$ cat src/rtl/pig_pkg.sv
// Shared types and helpers for the Pig match scheduler: state encoding,
// dice constants and a saturating adder.
package pig_pkg;

    localparam int STATE_W = 3;

    typedef enum logic [STATE_W-1:0] {
        IDLE     = 3'd0,
        WAIT_CMD = 3'd1,
        ROLL     = 3'd2,
        APPLY    = 3'd3,
        BANK     = 3'd4,
        NEXT     = 3'd5,
        DONE     = 3'd6
    } state_t;

    localparam logic [2:0] DICE_BUST = 3'd1;
    localparam logic [2:0] DICE_MIN  = 3'd2;
    localparam logic [2:0] DICE_MAX  = 3'd6;

    // a + b clamped to 2^w - 1; callers size-cast the result to their width
    function automatic logic [31:0] sat_add(input logic [31:0] a,
                                            input logic [31:0] b,
                                            input int unsigned w);
        logic [32:0] sum;
        logic [32:0] lim;
        sum = {1'b0, a} + {1'b0, b};
        lim = (33'd1 << w) - 33'd1;
        return (sum > lim) ? 32'(lim) : 32'(sum);
    endfunction

endpackage

$ cat src/rtl/pig_score_bank.sv
// Per-player banked score registers with a saturating add-and-write port,
// clear-all, and a combinational view of the selected player's would-be sum.
module pig_score_bank
    import pig_pkg::*;
#(
    parameter int NUM_PLAYERS = 2,
    parameter int SCORE_W     = 8
) (
    input  logic                           clock,
    input  logic                           reset,
    input  logic                           clear,
    input  logic                           wr_en,
    input  logic [1:0]                     idx,
    input  logic [SCORE_W-1:0]             add_val,
    output logic [SCORE_W-1:0]             sum_score,
    output logic [NUM_PLAYERS*SCORE_W-1:0] score_flat
);

    logic [SCORE_W-1:0] score [NUM_PLAYERS];
    logic [SCORE_W-1:0] sel_score;

    always_comb begin
        sel_score = '0;
        for (int i = 0; i < NUM_PLAYERS; i++) begin
            if (idx == 2'(i)) sel_score = score[i];
        end
        sum_score = SCORE_W'(sat_add(32'(sel_score), 32'(add_val), SCORE_W));
    end

    always_ff @(posedge clock or posedge reset) begin
        if (reset) begin
            for (int i = 0; i < NUM_PLAYERS; i++) score[i] <= '0;
        end else begin
            for (int i = 0; i < NUM_PLAYERS; i++) begin
                if (clear)
                    score[i] <= '0;
                else if (wr_en && idx == 2'(i))
                    score[i] <= sum_score;
            end
        end
    end

    for (genvar g = 0; g < NUM_PLAYERS; g++) begin : g_flat
        assign score_flat[g*SCORE_W +: SCORE_W] = score[g];
    end

endmodule

$ cat src/rtl/pig_turn_sched.sv
// Pig match scheduler: turn FSM, shared dice-roller handshake and turn total.
// Build option PIG_AUTO_BANK_EN banks automatically once a roll reaches TARGET.
//
// state    | meaning
// IDLE     | no match; wait for start
// WAIT_CMD | active player may roll or hold
// ROLL     | dice_req high, waiting for dice_ack
// APPLY    | fold captured die into turn total
// BANK     | add turn total to active player's score, check for win
// NEXT     | advance to the next player
// DONE     | winner latched, scores frozen until start
module pig_turn_sched
    import pig_pkg::*;
#(
    parameter int NUM_PLAYERS = 2,
    parameter int TARGET      = 100,
    parameter int SCORE_W     = 8
) (
    input  logic                           clock,
    input  logic                           reset,
    input  logic                           start,
    input  logic [NUM_PLAYERS-1:0]         roll_btn,
    input  logic [NUM_PLAYERS-1:0]         hold_btn,
    output logic                           dice_req,
    input  logic                           dice_ack,
    input  logic [2:0]                     dice_val,
    output logic [1:0]                     active_player,
    output logic [SCORE_W-1:0]             turn_total,
    output logic [NUM_PLAYERS*SCORE_W-1:0] score_flat,
    output logic                           winner_valid,
    output logic [1:0]                     winner,
    output logic                           bad_roll,
    output logic [STATE_W-1:0]             state
);

    localparam logic [SCORE_W-1:0] TARGET_S = SCORE_W'(TARGET);
    localparam logic [1:0]         LAST_P   = 2'(NUM_PLAYERS - 1);

    state_t             st;
    logic [2:0]         dice_cap;
    logic               roll_sel;
    logic               hold_sel;
    logic [SCORE_W-1:0] new_tt;
    logic [SCORE_W-1:0] bank_add;
    logic [SCORE_W-1:0] sum_score;
    logic               auto_bank;
    logic               bank_clear;

    assign state = st;

    always_comb begin
        roll_sel = 1'b0;
        hold_sel = 1'b0;
        for (int i = 0; i < NUM_PLAYERS; i++) begin
            if (active_player == 2'(i)) begin
                roll_sel = roll_btn[i];
                hold_sel = hold_btn[i];
            end
        end
    end

    assign new_tt     = SCORE_W'(sat_add(32'(turn_total), 32'(dice_cap), SCORE_W));
    assign bank_clear = start && (st == IDLE || st == DONE);

`ifdef PIG_AUTO_BANK_EN
    // In APPLY the bank previews score + the post-roll turn total
    assign bank_add  = (st == APPLY) ? new_tt : turn_total;
    assign auto_bank = (sum_score >= TARGET_S);
`else
    assign bank_add  = turn_total;
    assign auto_bank = 1'b0;
`endif

    pig_score_bank #(
        .NUM_PLAYERS (NUM_PLAYERS),
        .SCORE_W     (SCORE_W)
    ) u_bank (
        .clock      (clock),
        .reset      (reset),
        .clear      (bank_clear),
        .wr_en      (st == BANK),
        .idx        (active_player),
        .add_val    (bank_add),
        .sum_score  (sum_score),
        .score_flat (score_flat)
    );

    always_ff @(posedge clock or posedge reset) begin
        if (reset) begin
            st            <= IDLE;
            active_player <= '0;
            turn_total    <= '0;
            dice_cap      <= '0;
            winner        <= '0;
            winner_valid  <= 1'b0;
            dice_req      <= 1'b0;
            bad_roll      <= 1'b0;
        end else begin
            bad_roll <= 1'b0;
            case (st)
                IDLE, DONE: begin
                    if (start) begin
                        st            <= WAIT_CMD;
                        turn_total    <= '0;
                        active_player <= '0;
                        winner_valid  <= 1'b0;
                    end
                end
                WAIT_CMD: begin
                    if (hold_sel) begin
                        st <= BANK;
                    end else if (roll_sel) begin
                        st       <= ROLL;
                        dice_req <= 1'b1;
                    end
                end
                ROLL: begin
                    if (dice_ack) begin
                        dice_cap <= dice_val;
                        dice_req <= 1'b0;
                        st       <= APPLY;
                    end
                end
                APPLY: begin
                    if (dice_cap == DICE_BUST) begin
                        turn_total <= '0;
                        st         <= NEXT;
                    end else if (dice_cap >= DICE_MIN && dice_cap <= DICE_MAX) begin
                        turn_total <= new_tt;
                        st         <= auto_bank ? BANK : WAIT_CMD;
                    end else begin
                        bad_roll <= 1'b1;
                        st       <= WAIT_CMD;
                    end
                end
                BANK: begin
                    turn_total <= '0;
                    if (sum_score >= TARGET_S) begin
                        winner       <= active_player;
                        winner_valid <= 1'b1;
                        st           <= DONE;
                    end else begin
                        st <= NEXT;
                    end
                end
                NEXT: begin
                    active_player <= (active_player == LAST_P) ? 2'd0 : active_player + 2'd1;
                    st            <= WAIT_CMD;
                end
                default: begin
                    st           <= IDLE;
                    dice_req     <= 1'b0;
                    winner_valid <= 1'b0;
                end
            endcase
        end
    end

endmodule

$ cat config.mk
export PLATFORM = sky130hd
export DESIGN_NAME = pig_turn_sched
export DESIGN_NICKNAME = d
export VERILOG_FILES = /design/src/rtl/pig_pkg.sv /design/src/rtl/pig_score_bank.sv /design/src/rtl/pig_turn_sched.sv
export SDC_FILE = /design/constraint.sdc
export NUM_CORES = 1
export LEC_CHECK = 0
export BUFFER_PORTS_ARGS = -buffer_cell sky130_fd_sc_hd__buf_2
export CORE_MARGIN = 1
export CORE_UTILIZATION = 45
export CTS_BUF_LIST = sky130_fd_sc_hd__clkbuf_2 sky130_fd_sc_hd__clkbuf_4 sky130_fd_sc_hd__clkbuf_8
export DETAILED_ROUTE_END_ITERATION = 10
export HOLD_SLACK_MARGIN = 0.05
export PLACE_DENSITY = 0.67
export SLEW_MARGIN = 25
export SYNTH_ARGS = -nofsm -noshare
export SYNTH_HDL_FRONTEND = slang
export SYNTH_HIERARCHICAL = 1
export SYNTH_SLANG_ARGS = --single-unit
export TNS_END_PERCENT = 50
$ cat constraint.sdc
create_clock -name clock -period 4.6 [get_ports clock]
set_clock_uncertainty 0.1 [all_clocks]
set_input_delay 0.92 -clock clock [delete_from_list [all_inputs] [get_ports clock]]
set_output_delay 0.92 -clock clock [all_outputs]
set_load 0.1 [all_outputs]
==> flow_summary.ini <==
[run_status]
outcome = finished, final reports clean

[worst_hold_path]
hold_path.class = reg2reg

[power]
power_density_mw_per_mm2 = 718.4
share_comb_of_total_power_pct = 57.6
power_mw = 2.095
intPower_mw = 0.9303
seq_power_share_pct = 26.0
p_leak_nw = 1.463
ir_drop_mv = 0.5809
p_clk_share_pct = 16.4
switching_share_pct = 55.60
switching_power_mw = 1.165

[cts]
cts_sinks = 37
clockBufferDepth = 2
cts_buffers = 5
clk_pin_slew_worst_paths_ps = 80
cts_tree = built
cts_setup_buffers = 0
cts_resized = 0
cts-root-buf = clkbuf_8
clk_latency_ps = 290
cts.hold.buffers_added = 0
h-tree-depth = 2

[grt]
track_usage_pct = 21.56
overflow = 0
grt_max_degree = 22
grt_pass1_wl_microns = 10030
antenna_found_initial = 0
first_global_vias = 2062

[final_layout]
mostFrequentLayoutCell = buf_2
drive_gt1_share_pct = 22.60
layout.nets = 347
multi_input_area_sq_mm = 0.001463
fillers = 480
area_growth_pct = 16.55
seq_area_sq_um = 925.9
layout_common_cells = buf_2 (44), dfrtp_1 (37), nor2_1 (25), nand2_1 (22), inv_1 (20)
antennaDiodeCount = 0

[timing]
setup_tns_ps = 0
timing.final.hold_violations = 0
finalCriticalPeriod_ps = 3840
max_slew_margin_pct = 46.40
rsz0062_at_grt = no
finalSetupViolCount = 0
max_freq_mhz = 260.4
finalCritPeriodShare_pct = 83.48
finalMaxSlewViolations = 0
tightest_slew_ps = 803.1

[critical_path]
r2r-start = active_player[0]$_DFFE_PP0P_
critPathMaxFanout = 8
reg2reg_depth = 13
endpoint = winner[0]$_DFFE_PP0P_
worstPathCellList = mux2i_1, nor2_1, ha_1, inv_1, fa_1, nand3b_1, a32o_1, a211oi_1, inv_1, o311ai_0, nand2b_1, nand2_1, mux2_2
cp_slowest_cell = dfrtp_1
reg2reg_slack_ps = 760
critPathRequiredTime_ps = 4680
slowest_delay_ps = 580
crit_path_end_kind = register
criticalPathCategory = reg2reg
crit_path_start = active_player[0]$_DFFE_PP0P_
cpMostUsedCell = inv_1
r2r-end = winner[0]$_DFFE_PP0P_
start_kind = register
worstPathArrival_ps = 3920

[synthesis]
syn_avg_cell_area_sq_um = 9.001
syn_area_sq_mm = 0.002502
syn_nets = 303
yosys_warnings = 6
synthCells = 278

[detailed_routing]
routed_wl_microns = 5861
via_per_inst = 5.733
drtIter0Drc = 172
vias = 2253
ant_nets = 0
wl_per_cell_microns = 14.91
drc = 0
dr.pass1.iters = 5

[placed_design]
hpwl_microns = 4495
portBuffers = 44
gp_routability_congestion = 0.8894

[floorplan]
fp.dieArea_sq_mm = 0.005863
fp.dieH_microns = 76.57
core_sq_mm = 0.005238
ios = 45
std_cell_rows = 26
die_w_microns = 76.57
start_util_pct = 47.78

[run]
maxCapViolCount = 0
## per-stage QoR
stage | setup slack (ps) | std cells | util, % | area [sq um] | hold slack [ps]
floorplan | 431.0 | 278 | - | 2502 | 446.1
global placement | 1015 | 385 | 53.06 | 2779 | 391.7
detailed placement | 874.1 | 385 | 53.06 | 2779 | 393.2
CTS | 839.6 | 393 | 55.69 | 2917 | 412.9
global route | 526.8 | 393 | 55.69 | 2917 | 442.1
finish | 759.9 | 393 | 55.69 | 2917 | 409.3
## worst max-delay path: cells and delay by family, from the launching register on
| kind | cells | cell delay [ps] |
|---|---|---|
| flip-flops | 1 | 580 |
| adder cells (fa/ha/maj) | 2 | 610 |
| buffers and inverters | 2 | 130 |
| multiplexers | 2 | 470 |
| AO/OA/AOI/OAI | 3 | 1140 |
| AND/OR/NAND/NOR | 4 | 690 |
## power by group through the flow
stage	registers, mW	clock network (mW)	logic, mW
final	0.545	0.343	1.21
after global routing	0.567	0.367	1.30
after CTS	0.545	0.352	1.20
after detailed placement	0.551	0	1.20
after global placement	0.551	0	1.19
after floorplan	0.988	0	0.538
## state kept, by name, summed over array words and instances, names as in the netlist
signal,cells
dice_req,1
turn_total,8
state,3
winner_valid,1
active_player,2
dice_cap,3
u_bank/score_flat,16
bad_roll,1
winner,2
## metal layers
layer | routed length (microns) | GRT usage, %
met1 | 2773 | 29.27
met2 | 2711 | 34.05
met3 | 305 | 4.431
met4 | 71 | 7.308
met5 | 0 | 0
## layout make-up
cell class,count,area share (%)
Tap cell,70,3.003
Inverter,20,2.574
Clock buffer,5,2.360
Clock inverter,3,2.360
Timing Repair Buffer,45,7.808
Sequential cell,37,31.75
Multi-Input combinational cell,213,50.15
## how the worst min path moves through the flow
stage	startpoint	to	slack, ps	cells past startpoint
floorplan	dice_cap[0]$_DFFE_PP0P_	dice_cap[0]$_DFFE_PP0P_	450	1
finish	winner[1]$_DFFE_PP0P_	winner[1]$_DFFE_PP0P_	410	1
global placement	winner[1]$_DFFE_PP0P_	winner[1]$_DFFE_PP0P_	390	1
global route	winner[1]$_DFFE_PP0P_	winner[1]$_DFFE_PP0P_	440	1
CTS	winner[1]$_DFFE_PP0P_	winner[1]$_DFFE_PP0P_	410	1
detailed placement	winner[1]$_DFFE_PP0P_	winner[1]$_DFFE_PP0P_	390	1
Power figures use the tool's default switching activity.
